## src/rtl/wb_master_pkg.sv

```systemverilog
// Shared types and Wishbone encodings for the burst master.
package wb_master_pkg;

    typedef enum logic [1:0] {
        ST_IDLE = 2'd0,
        ST_BUS  = 2'd1,
        ST_DONE = 2'd2
    } state_e;

    localparam logic [2:0] CTI_CLASSIC = 3'b000;
    localparam logic [2:0] CTI_INCR    = 3'b010;
    localparam logic [2:0] CTI_EOB     = 3'b111;
    localparam logic [1:0] BTE_LINEAR  = 2'b00;

endpackage

```

## src/rtl/wb_wdata_hold.sv

```systemverilog
// One-entry write-data holding register between the write stream and wb_dat_o.
module wb_wdata_hold #(
    parameter int dw = 32
) (
    input  logic          sys_clk,
    input  logic          resetn,
    input  logic          clear,
    input  logic          enable,
    input  logic          in_valid,
    input  logic [dw-1:0] in_data,
    input  logic          pop,
    output logic          in_ready,
    output logic          full,
    output logic [dw-1:0] data
);

    logic          full_q;
    logic [dw-1:0] data_q;
    logic          load;

    // A pop in the same cycle frees the slot, so a beat per cycle can stream through.
    assign in_ready = enable && (!full_q || pop);
    assign load     = in_valid && in_ready;

    always_ff @(posedge sys_clk or negedge resetn) begin
        if (!resetn) begin
            full_q <= 1'b0;
            data_q <= '0;
        end else begin
            if (clear)
                full_q <= 1'b0;
            else if (load)
                full_q <= 1'b1;
            else if (pop)
                full_q <= 1'b0;
            if (load)
                data_q <= in_data;
        end
    end

    assign full = full_q;
    assign data = data_q;

endmodule

```

## src/rtl/wb_burst_master.sv

```systemverilog
// Wishbone B3 incrementing-burst initiator fed by a command/stream interface.
// Optional ack timeout is compiled in with `define WB_MASTER_TIMEOUT_EN.
//
// state   | meaning
// ST_IDLE | cmd_ready high, waiting for a command
// ST_BUS  | cyc held, beats transferred until the last ack (or timeout)
// ST_DONE | one-cycle done pulse, bus released
module wb_burst_master
    import wb_master_pkg::*;
#(
    parameter int dw      = 32,
    parameter int APP_AW  = 26,
    parameter int LEN_W   = 8,
    parameter int TIMEOUT = 1024
) (
    input  logic              sys_clk,
    input  logic              resetn,
    input  logic              cmd_valid,
    output logic              cmd_ready,
    input  logic              cmd_we,
    input  logic [APP_AW-1:0] cmd_addr,
    input  logic [LEN_W-1:0]  cmd_len,
    input  logic [dw/8-1:0]   cmd_sel,
    input  logic              wr_valid,
    output logic              wr_ready,
    input  logic [dw-1:0]     wr_data,
    output logic              rd_valid,
    output logic [dw-1:0]     rd_data,
    output logic              rd_last,
    output logic              done,
    output logic              err,
    output logic              busy,
    output logic              wb_cyc_o,
    output logic              wb_stb_o,
    output logic              wb_we_o,
    output logic [APP_AW-1:0] wb_addr_o,
    output logic [dw-1:0]     wb_dat_o,
    output logic [dw/8-1:0]   wb_sel_o,
    output logic [2:0]        wb_cti_o,
    output logic [1:0]        wb_bte_o,
    input  logic              wb_ack_i,
    input  logic [dw-1:0]     wb_dat_i
);

    if (TIMEOUT < 2) begin : g_timeout_chk
        $error("wb_burst_master: TIMEOUT must be at least 2");
    end

    state_e            state_q, state_d;
    logic              we_q;
    logic [APP_AW-1:0] addr_q;
    logic [dw/8-1:0]   sel_q;
    logic [LEN_W-1:0]  cnt_q;
    logic [LEN_W-1:0]  load_rem_q;
    logic              loads_done_q;
    logic              rd_valid_q, rd_last_q;
    logic [dw-1:0]     rd_data_q;

    logic accept, stb, ack_ok, last_beat, timeout_hit;
    logic hold_full, hold_en, hold_clear, wr_fire;

    assign accept     = (state_q == ST_IDLE) && cmd_valid;
    assign stb        = (state_q == ST_BUS) && (!we_q || hold_full);
    assign ack_ok     = stb && wb_ack_i;
    assign last_beat  = (cnt_q == '0);
    assign hold_en    = (state_q == ST_BUS) && we_q && !loads_done_q;
    assign hold_clear = accept || timeout_hit;
    assign wr_fire    = wr_valid && wr_ready;

    wb_wdata_hold #(.dw(dw)) u_hold (
        .sys_clk  (sys_clk),
        .resetn   (resetn),
        .clear    (hold_clear),
        .enable   (hold_en),
        .in_valid (wr_valid),
        .in_data  (wr_data),
        .pop      (ack_ok),
        .in_ready (wr_ready),
        .full     (hold_full),
        .data     (wb_dat_o)
    );

    always_ff @(posedge sys_clk or negedge resetn) begin
        if (!resetn)
            state_q <= ST_IDLE;
        else
            state_q <= state_d;
    end

    always_comb begin
        state_d = state_q;
        case (state_q)
            ST_IDLE: if (accept) state_d = ST_BUS;
            ST_BUS:  if ((ack_ok && last_beat) || timeout_hit) state_d = ST_DONE;
            ST_DONE: state_d = ST_IDLE;
            default: state_d = ST_IDLE;
        endcase
    end

    always_ff @(posedge sys_clk or negedge resetn) begin
        if (!resetn) begin
            we_q         <= 1'b0;
            addr_q       <= '0;
            sel_q        <= '0;
            cnt_q        <= '0;
            load_rem_q   <= '0;
            loads_done_q <= 1'b0;
            rd_valid_q   <= 1'b0;
            rd_last_q    <= 1'b0;
            rd_data_q    <= '0;
        end else begin
            if (accept) begin
                we_q         <= cmd_we;
                addr_q       <= cmd_addr;
                sel_q        <= cmd_sel;
                cnt_q        <= cmd_len;
                load_rem_q   <= cmd_len;
                loads_done_q <= 1'b0;
            end
            if (ack_ok) begin
                addr_q <= addr_q + APP_AW'(1);
                cnt_q  <= cnt_q - LEN_W'(1);
            end
            // Separate load counter stops wr_ready once every beat is in hand.
            if (wr_fire) begin
                if (load_rem_q == '0)
                    loads_done_q <= 1'b1;
                else
                    load_rem_q <= load_rem_q - LEN_W'(1);
            end
            rd_valid_q <= ack_ok && !we_q;
            rd_last_q  <= ack_ok && !we_q && last_beat;
            if (ack_ok && !we_q)
                rd_data_q <= wb_dat_i;
        end
    end

`ifdef WB_MASTER_TIMEOUT_EN
    localparam int TO_W = $clog2(TIMEOUT);

    logic [TO_W-1:0] to_cnt_q;
    logic            stb_q, stb_rise, err_q;

    // Down-counter reloaded so terminal count lands on the TIMEOUT-th unacked stb cycle.
    assign stb_rise    = stb && !stb_q;
    assign timeout_hit = stb && !wb_ack_i && !stb_rise && (to_cnt_q == '0);

    always_ff @(posedge sys_clk or negedge resetn) begin
        if (!resetn) begin
            stb_q    <= 1'b0;
            to_cnt_q <= '0;
            err_q    <= 1'b0;
        end else begin
            stb_q <= stb;
            if (ack_ok)
                to_cnt_q <= TO_W'(TIMEOUT - 1);
            else if (stb_rise)
                to_cnt_q <= TO_W'(TIMEOUT - 2);
            else if (stb && (to_cnt_q != '0))
                to_cnt_q <= to_cnt_q - TO_W'(1);
            if (accept)
                err_q <= 1'b0;
            else if (timeout_hit)
                err_q <= 1'b1;
        end
    end

    assign err = err_q;
`else
    assign timeout_hit = 1'b0;
    assign err         = 1'b0;
`endif

    assign cmd_ready = (state_q == ST_IDLE);
    assign busy      = (state_q != ST_IDLE);
    assign done      = (state_q == ST_DONE);
    assign wb_cyc_o  = (state_q == ST_BUS);
    assign wb_stb_o  = stb;
    assign wb_we_o   = we_q;
    assign wb_addr_o = addr_q;
    assign wb_sel_o  = sel_q;
    assign wb_cti_o  = (state_q != ST_BUS) ? CTI_CLASSIC : (last_beat ? CTI_EOB : CTI_INCR);
    assign wb_bte_o  = BTE_LINEAR;
    assign rd_valid  = rd_valid_q;
    assign rd_data   = rd_data_q;
    assign rd_last   = rd_last_q;

endmodule

```

## config.mk

```make
export PLATFORM = sky130hd
export DESIGN_NAME = wb_burst_master
export DESIGN_NICKNAME = d
export VERILOG_FILES = /design/src/rtl/wb_master_pkg.sv /design/src/rtl/wb_wdata_hold.sv /design/src/rtl/wb_burst_master.sv
export SDC_FILE = /design/constraint.sdc
export NUM_CORES = 1
export LEC_CHECK = 0
export CAP_MARGIN = 20
export CORE_AREA = 2 2 121 123
export CTS_BUF_LIST = sky130_fd_sc_hd__clkbuf_2
export CTS_CLUSTER_SIZE = 30
export DETAILED_ROUTE_END_ITERATION = 6
export DIE_AREA = 0 0 123 125
export PLACE_DENSITY = 0.82
export SYNTH_ARGS = -nofsm -noshare
export SYNTH_HDL_FRONTEND = slang
export SYNTH_SLANG_ARGS = --single-unit
```

## constraint.sdc

```tcl
create_clock -name sys_clk -period 6.4 [get_ports sys_clk]
set_input_delay 1.92 -clock sys_clk [delete_from_list [all_inputs] [get_ports sys_clk]]
set_output_delay 1.92 -clock sys_clk [all_outputs]
set_load 0.1 [all_outputs]
```

==> results by group, run 1 <==
Floorplan
  – Core Box Area: 14200 um^2
  – Chip Width: around 120 um
  – I/O pins: 217
  – Initial Utilization: 0.372
  – Die Y: between 100 and 150 um
  – Rows: 44
  – Die footprint: 15400 um^2

Synthesis
  – Area leader, netlist: dfrtp_1
  – Ys Warns: 0
  – Register area share after synthesis: 0.555
  – Cell variety after synth: 54
  – Post-synth EDFFs: 0
  – Synth area leaders: dfrtp_1 55%, nand2_1 10%, mux2_2 6.2%
  – Synth top area share: 0.555
  – Syn Area/Cell: 9.92 um^2
  – Mapped cell area: ~5300 um^2
  – Asr flop ratio synth: 1.00
  – Post-synth top cells: 146 x nand2_1, 117 x dfrtp_1, 31 x nor2_1
  – Mapped Cells: 532
  – Synth Register Bits: around 120
  – Most frequent cell after synthesis: nand2_1
  – Main synth FF type: dfrtp_1

Layout
  – Finished Core Util: 0.557
  – Multi-input gate area: 2180 um^2
  – Fillers: 1270
  – Layout Nets: 856
  – Layout area overhead: 49.9%
  – Number of antenna diodes: 0
  – Register area: slightly below 3000 um^2
  – Share of layout cells above drive strength 1: 0.0966

Setup path
  – CP max stage delay: 1.16 ns
  – Max FO, Critical Path: 4
  – Worst path required time: between 4 and 5 ns
  – Crit-path leading delay family: buffers and inverters
  – Worst Setup Path Type: flop to primary output
  – Worst Setup Start Kind: flop
  – Slowest-stage cell, CP: clkdlybuf4s50_1
  – Worst path bufs/invs: 2
  – Setup crit end kind: primary output
  – CP Cell Sequence: inv_1, ha_1, nor4b_1, nand2_1, nor2_1, clkdlybuf4s50_1
  – Critical path data arrival time: 3.10 ns

Routing
  – Post-Route WL: 14.5 mm
  – Initial DRT Pass Iterations: 4
  – DRC: 0
  – Iter 0 DRT Violations: 259
  – Avg WL per Cell: 15.4 um
  – Post-DRT Antenna Nets: 0
  – Vias per inst: 5.03
  – Via count: 4724

STA
  – Actual slew at the worst max-slew pin: 1.00 ns
  – Fin Setup TNS: 0 ns
  – Final Critical Period: 5.02 ns
  – Clk_skew: 0.0281 ns
  – F_max: 0.199 GHz
  – Period utilization: 0.784
  – Final hold vios: 0
  – # setup viols final: 0
  – WHS: ~0.49 ns
  – Slew HR: 0.330
  – Max-slew violations: 0
  – RSZ-0062 raised after global routing: no

Global routing
  – First-pass GRT wire length: ~24 mm
  – GRT overflow: 0
  – Largest net degree at the start of global routing: between 60 and 70
  – GRT Total Usage: 0.198
  – Antenna violations before repair: 0
  – Vias in the first global route: 4798

CTS
  – Cts hold-fix bufs: 0
  – H-Tree Depth: 4
  – Maximum root-to-sink buffer count: 2
  – Clk root buf: clkbuf_2
  – TritonCTS Sinks: 117
  – Clk_lat worst skew: 0.68 ns
  – CTS buffer count: 17
  – CTS tree: yes
  – Worst-path clk slew: 0.19 ns
  – Resized Gates After CTS: 0
  – Post-CTS Setup Inserts: 0

Placed design
  – Post-detail-place hpwl: 10.4 mm
  – Port Buf Inserts: 213
  – Placer Congestion: 0.851

Status
  – Outcome: finished clean

Min path
  – Hold crit path type: flop to flop

Job
  – MaxCap Viol Count: 0
## path summary, 6_finish.rpt
kind                                start        endpoint  slack, ns  depth (start not counted)
setup / recovery                 cnt_q[0]     wb_cti_o[0]       1.38                          6
hold / removal             u_hold.data[2]  u_hold.data[2]       0.49                          2
setup reg to reg               state_q[1]    wb_addr_o[9]       3.87                          6
hold reg to reg            u_hold.data[2]  u_hold.data[2]       0.49                          2
max in group asynchronous          resetn      rd_data[4]       3.91                          2
min in group asynchronous          resetn        cnt_q[0]       1.31                          1
## cells by family (layout without fill, tap and decap cells)
kind of cell,count (synthesis),in the layout,share of synthesized area
simple gates,250,250,0.211
flops,117,117,0.555
compound gates,81,81,0.108
buf+inv,41,263,0.0348
mux,36,36,0.0768
fa+ha+maj,5,5,0.0119
other cells,1,3,0.000710
xor+xnor,1,1,0.00166
## layout by cell type (no fill, tap or decap), types with 3 or more instances in the layout
| master | n |
|---|---|
| a22oi_1 | 3 |
| bufinv_16 | 7 |
| and3_1 | 6 |
| mux2_2 | 29 |
| mux2i_1 | 3 |
| nand3_1 | 14 |
| nor3_1 | 12 |
| a221o_1 | 5 |
| buf_4 | 8 |
| conb_1 | 3 |
| mux2_1 | 3 |
| dfrtp_1 | 117 |
| nor2b_1 | 5 |
| o211ai_1 | 8 |
| a21oi_1 | 15 |
| clkbuf_2 | 17 |
| a31oi_1 | 3 |
| nand4_1 | 9 |
| nand2b_1 | 8 |
| clkinv_1 | 3 |
| a211oi_1 | 6 |
| o22ai_1 | 4 |
| nor2_1 | 30 |
| a311oi_1 | 5 |
| o21ai_0 | 10 |
| ha_1 | 5 |
| o311ai_0 | 6 |
| o32ai_1 | 4 |
| or4_1 | 3 |
| inv_1 | 10 |
| nand2_1 | 146 |
| clkdlybuf4s50_1 | 211 |
| o311ai_1 | 3 |
| or3_1 | 4 |
## final cells by class
class,count,area share
sequential,117,0.370
tap,184,0.0291
timing repair buffer,220,0.276
inverter,11,0.00522
multi-input combinational,376,0.276
clock inverter,15,0.0327
clock buffer,17,0.0108
## worst register-to-register path, cell delays in order (launching register included)
cell and delay, ns:
dfrtp_1 0.42, nand2b_1 0.22, inv_2 0.13, and3_1 0.65, nand4_1 0.40, or4_1 0.58
nand3_1 0.09
## through the flow
step                      worst slack (ns)  area (um^2)  std cells
after floorplan                      0.308         5290        534
after global placement                1.45         7550        907
after detailed placement              1.44         7550        907
after CTS                             1.32         7900        939
after global routing                  1.18         7910        940
final                                 1.38         7910        940
## per-layer routing
metal	vias up	wire length (um)	global-route usage
met5	-	0	0
met4	0	185	0.0655
met3	17	1260	0.0716
met2	189	6760	0.302
met1	2240	6280	0.263
li1	2278	-	-
## flip-flops by register name (all words and copies together), names as in the netlist
| register | count |
|---|---|
| cnt_q | 8 |
| load_rem_q | 8 |
| loads_done_q | 1 |
| rd_data | 32 |
| rd_last | 1 |
| rd_valid | 1 |
| state_q | 2 |
| u_hold.data | 32 |
| u_hold.full | 1 |
| wb_addr_o | 26 |
| wb_sel_o | 4 |
| wb_we_o | 1 |
Power of run 1 is not shown: default switching activity piles up to over one toggle a cycle in this logic, so the estimate is an artifact.
==> run 2: changes to the inputs <==
Settings changed: PLACE_DENSITY 0.82 to 0.84.
Clock period 6.4 ns to 4.2 ns, I/O delays scaled along.
==> run 2 against run 1 <==
  * Design area shrank 0.81%
  * Clock skew is 0.0071 ns lower
  * Final cell count grew 0.32%
  * Global-route usage is 0.57 points lower
  * Die area did not move
  * Count of clock-buffer cells in the layout increased by 3
  * Setup slack got worse by 0.88 ns
  * Flip-flop and latch count unchanged
  * Routed wire length shrank 1.1%
  * Utilization shrank 0.45 points
  * Critical path type unchanged
==> results by group, run 2 (synthesis gave the netlist of run 1 again) <==
Status
  – Outcome: finished clean

CTS
  – CTS buffer count: 17 (unchanged)
  – Worst-path clk slew: 0.18 ns (about the same)
  – Clk root buf: clkbuf_2
  – Cts hold-fix bufs: 0 (unchanged)
  – H-Tree Depth: 4 (unchanged)
  – Clk_lat worst skew: 0.69 ns (about the same)
  – Post-CTS Setup Inserts: 0 (unchanged)
  – Maximum root-to-sink buffer count: 2 (unchanged)
  – Resized Gates After CTS: 0 (unchanged)
  – CTS tree: yes
  – TritonCTS Sinks: 117 (unchanged)

Global routing
  – First-pass GRT wire length: 23.1 mm (-3.9%)
  – GRT Total Usage: 0.193 (-0.00572)
  – Antenna violations before repair: 1 (+1)
  – GRT overflow: 0 (unchanged)
  – Vias in the first global route: 4616 (-3.8%)
  – Largest net degree at the start of global routing: 61 (-9.0%)

Placed design
  – Port Buf Inserts: 213 (unchanged)
  – Placer Congestion: 0.820 (-3.6%)
  – Placed cells: 910 (+0.33%)
  – Post-detail-place hpwl: 10.2 mm (-1.7%)

Setup path
  – Crit-path leading delay family: buffers and inverters
  – Max FO, Critical Path: 4 (unchanged)
  – Worst path bufs/invs: 2 (unchanged)
  – Worst path required time: 2.94 ns (-1.54 ns)
  – Reg-to-reg setup timing slack: 1.84 ns (-2.03 ns)
  – CP max stage delay: 0.97 ns (-0.19 ns)
  – Worst Setup Path Type: flop to primary output
  – Slowest-stage cell, CP: clkdlybuf4s50_1
  – Setup crit end kind: primary output
  – Worst Setup Start Kind: flop
  – CP Cell Sequence: nor2_1, inv_1, clkdlybuf4s50_1
  – Critical path data arrival time: 2.44 ns (-0.66 ns)

STA
  – Max-slew violations: 0 (unchanged)
  – F_max: between 0.2 and 0.3 GHz
  – Actual slew at the worst max-slew pin: 1.00 ns (+0.00113 ns)
  – Final Critical Period: approximately 3.7 ns
  – Final hold vios: 0 (unchanged)
  – Period utilization: 0.881
  – RSZ-0062 raised after global routing: no
  – Clk_skew: 0.0210 ns (-0.00709 ns)
  – Slew HR: 0.329 (-0.000755)
  – Fin Setup TNS: 0 ns (unchanged)
  – # setup viols final: 0 (unchanged)

Floorplan
  – Core Box Area: 14200 um^2 (unchanged)
  – Die Y: 125 um (unchanged)
  – Initial Utilization: 0.372 (unchanged)
  – Die footprint: 15400 um^2 (unchanged)
  – Chip Width: 123 um (unchanged)
  – Rows: 44 (unchanged)
  – I/O pins: 217 (unchanged)

Routing
  – DRC: 0 (unchanged)
  – Top Metal Used: met4
  – Metal3 WL: 1.15 mm (-9.2%)
  – DRT met1 WL: 6.32 mm (+0.75%)
  – Initial DRT Pass Iterations: 5 (+1)
  – Vias per inst: 5.06 (+0.69%)
  – Iter 0 DRT Violations: 286 (+10%)
  – Avg WL per Cell: 15.2 um (-1.4%)
  – Via count: 4772 (+1.0%)
  – Post-DRT Antenna Nets: 0 (unchanged)
  – Post-Route WL: 14.3 mm (-1.1%)
  – Met2 routed WL: 6.67 mm (-1.4%)

Layout
  – Layout Nets: 858 (+0.23%)
  – Non-filler cells, final: 943 (+0.32%)
  – Fillers: 1266 (-0.31%)
  – Leading cell type in the layout, fill and taps excluded: clkdlybuf4s50_1
  – Layout area overhead: 48.7%
  – Share of layout cells above drive strength 1: 0.109 (+0.0129)
  – Most frequent cells in the layout: 203 x clkdlybuf4s50_1, 146 x nand2_1, 117 x dfrtp_1

Min path
  – Hold crit path type: flop to flop

Job
  – MaxCap Viol Count: 0 (unchanged)
run 2: cell types whose count changed in the layout (fill, tap and decap cells not counted), moves of 2 or more:
cell,delta
buf_12,+2
buf_4,+9
bufinv_16,-3
clkbuf_2,+3
clkdlybuf4s50_1,-8
clkinv_4,-2
run 2: metal layers:
metal,vias up,GRT usage
met4,0,0.0648
met1,2284,0.253
met3,14,0.0689
li1,2288,-
met2,186,0.295
met5,-,0
run 2: worst paths after layout:
kind / cells past startpoint / endpoint / from
max: 3 / busy / state_q[1]
min: 2 / u_hold.data[18] / u_hold.data[18]
max reg2reg: 7 / wb_addr_o[12] / state_q[1]
min reg2reg: 2 / u_hold.data[18] / u_hold.data[18]
max in group asynchronous: 2 / rd_data[18] / resetn
min in group asynchronous: 1 / u_hold.full / resetn
run 2: worst reg2reg max path, cell delays in order, from the launching register on:
cell      delay (ns)
dfrtp_1         0.42
nand2b_1        0.21
inv_2           0.14
nand3_1         0.39
buf_4           0.37
nor3_1          0.33
a21oi_1         0.11
a211o_1         0.27
run 2: cell type report:
cell class,count,area [um^2],area share
diodes,1,2.50,0.000319
clock buffers,20,100,0.0128
clock inverters,12,160,0.0204
inverters,11,41.3,0.00526
multi-input cells,376,2190,0.279
flip-flops and latches,117,2930,0.373
well taps,184,230,0.0293
repair buffers,222,2200,0.280
run 2: metrics by stage:
| stage | worst slack [ns] | hold slack, ns | cell area, um^2 | util |
|---|---|---|---|---|
| 6_report | 0.501 | 0.495 | 7850 | 0.553 |
| 5_1_grt | 0.329 | 0.515 | 7850 | 0.553 |
| 4_1_cts | 0.392 | 0.499 | 7850 | 0.552 |
| 3_5_place_dp | 0.630 | 0.461 | 7590 | 0.534 |
| 3_3_place_gp | 0.629 | 0.457 | 7590 | 0.534 |
| 2_1_floorplan | 0.259 | 0.450 | 5290 | - |
Power of run 2 is left out for the same reason.
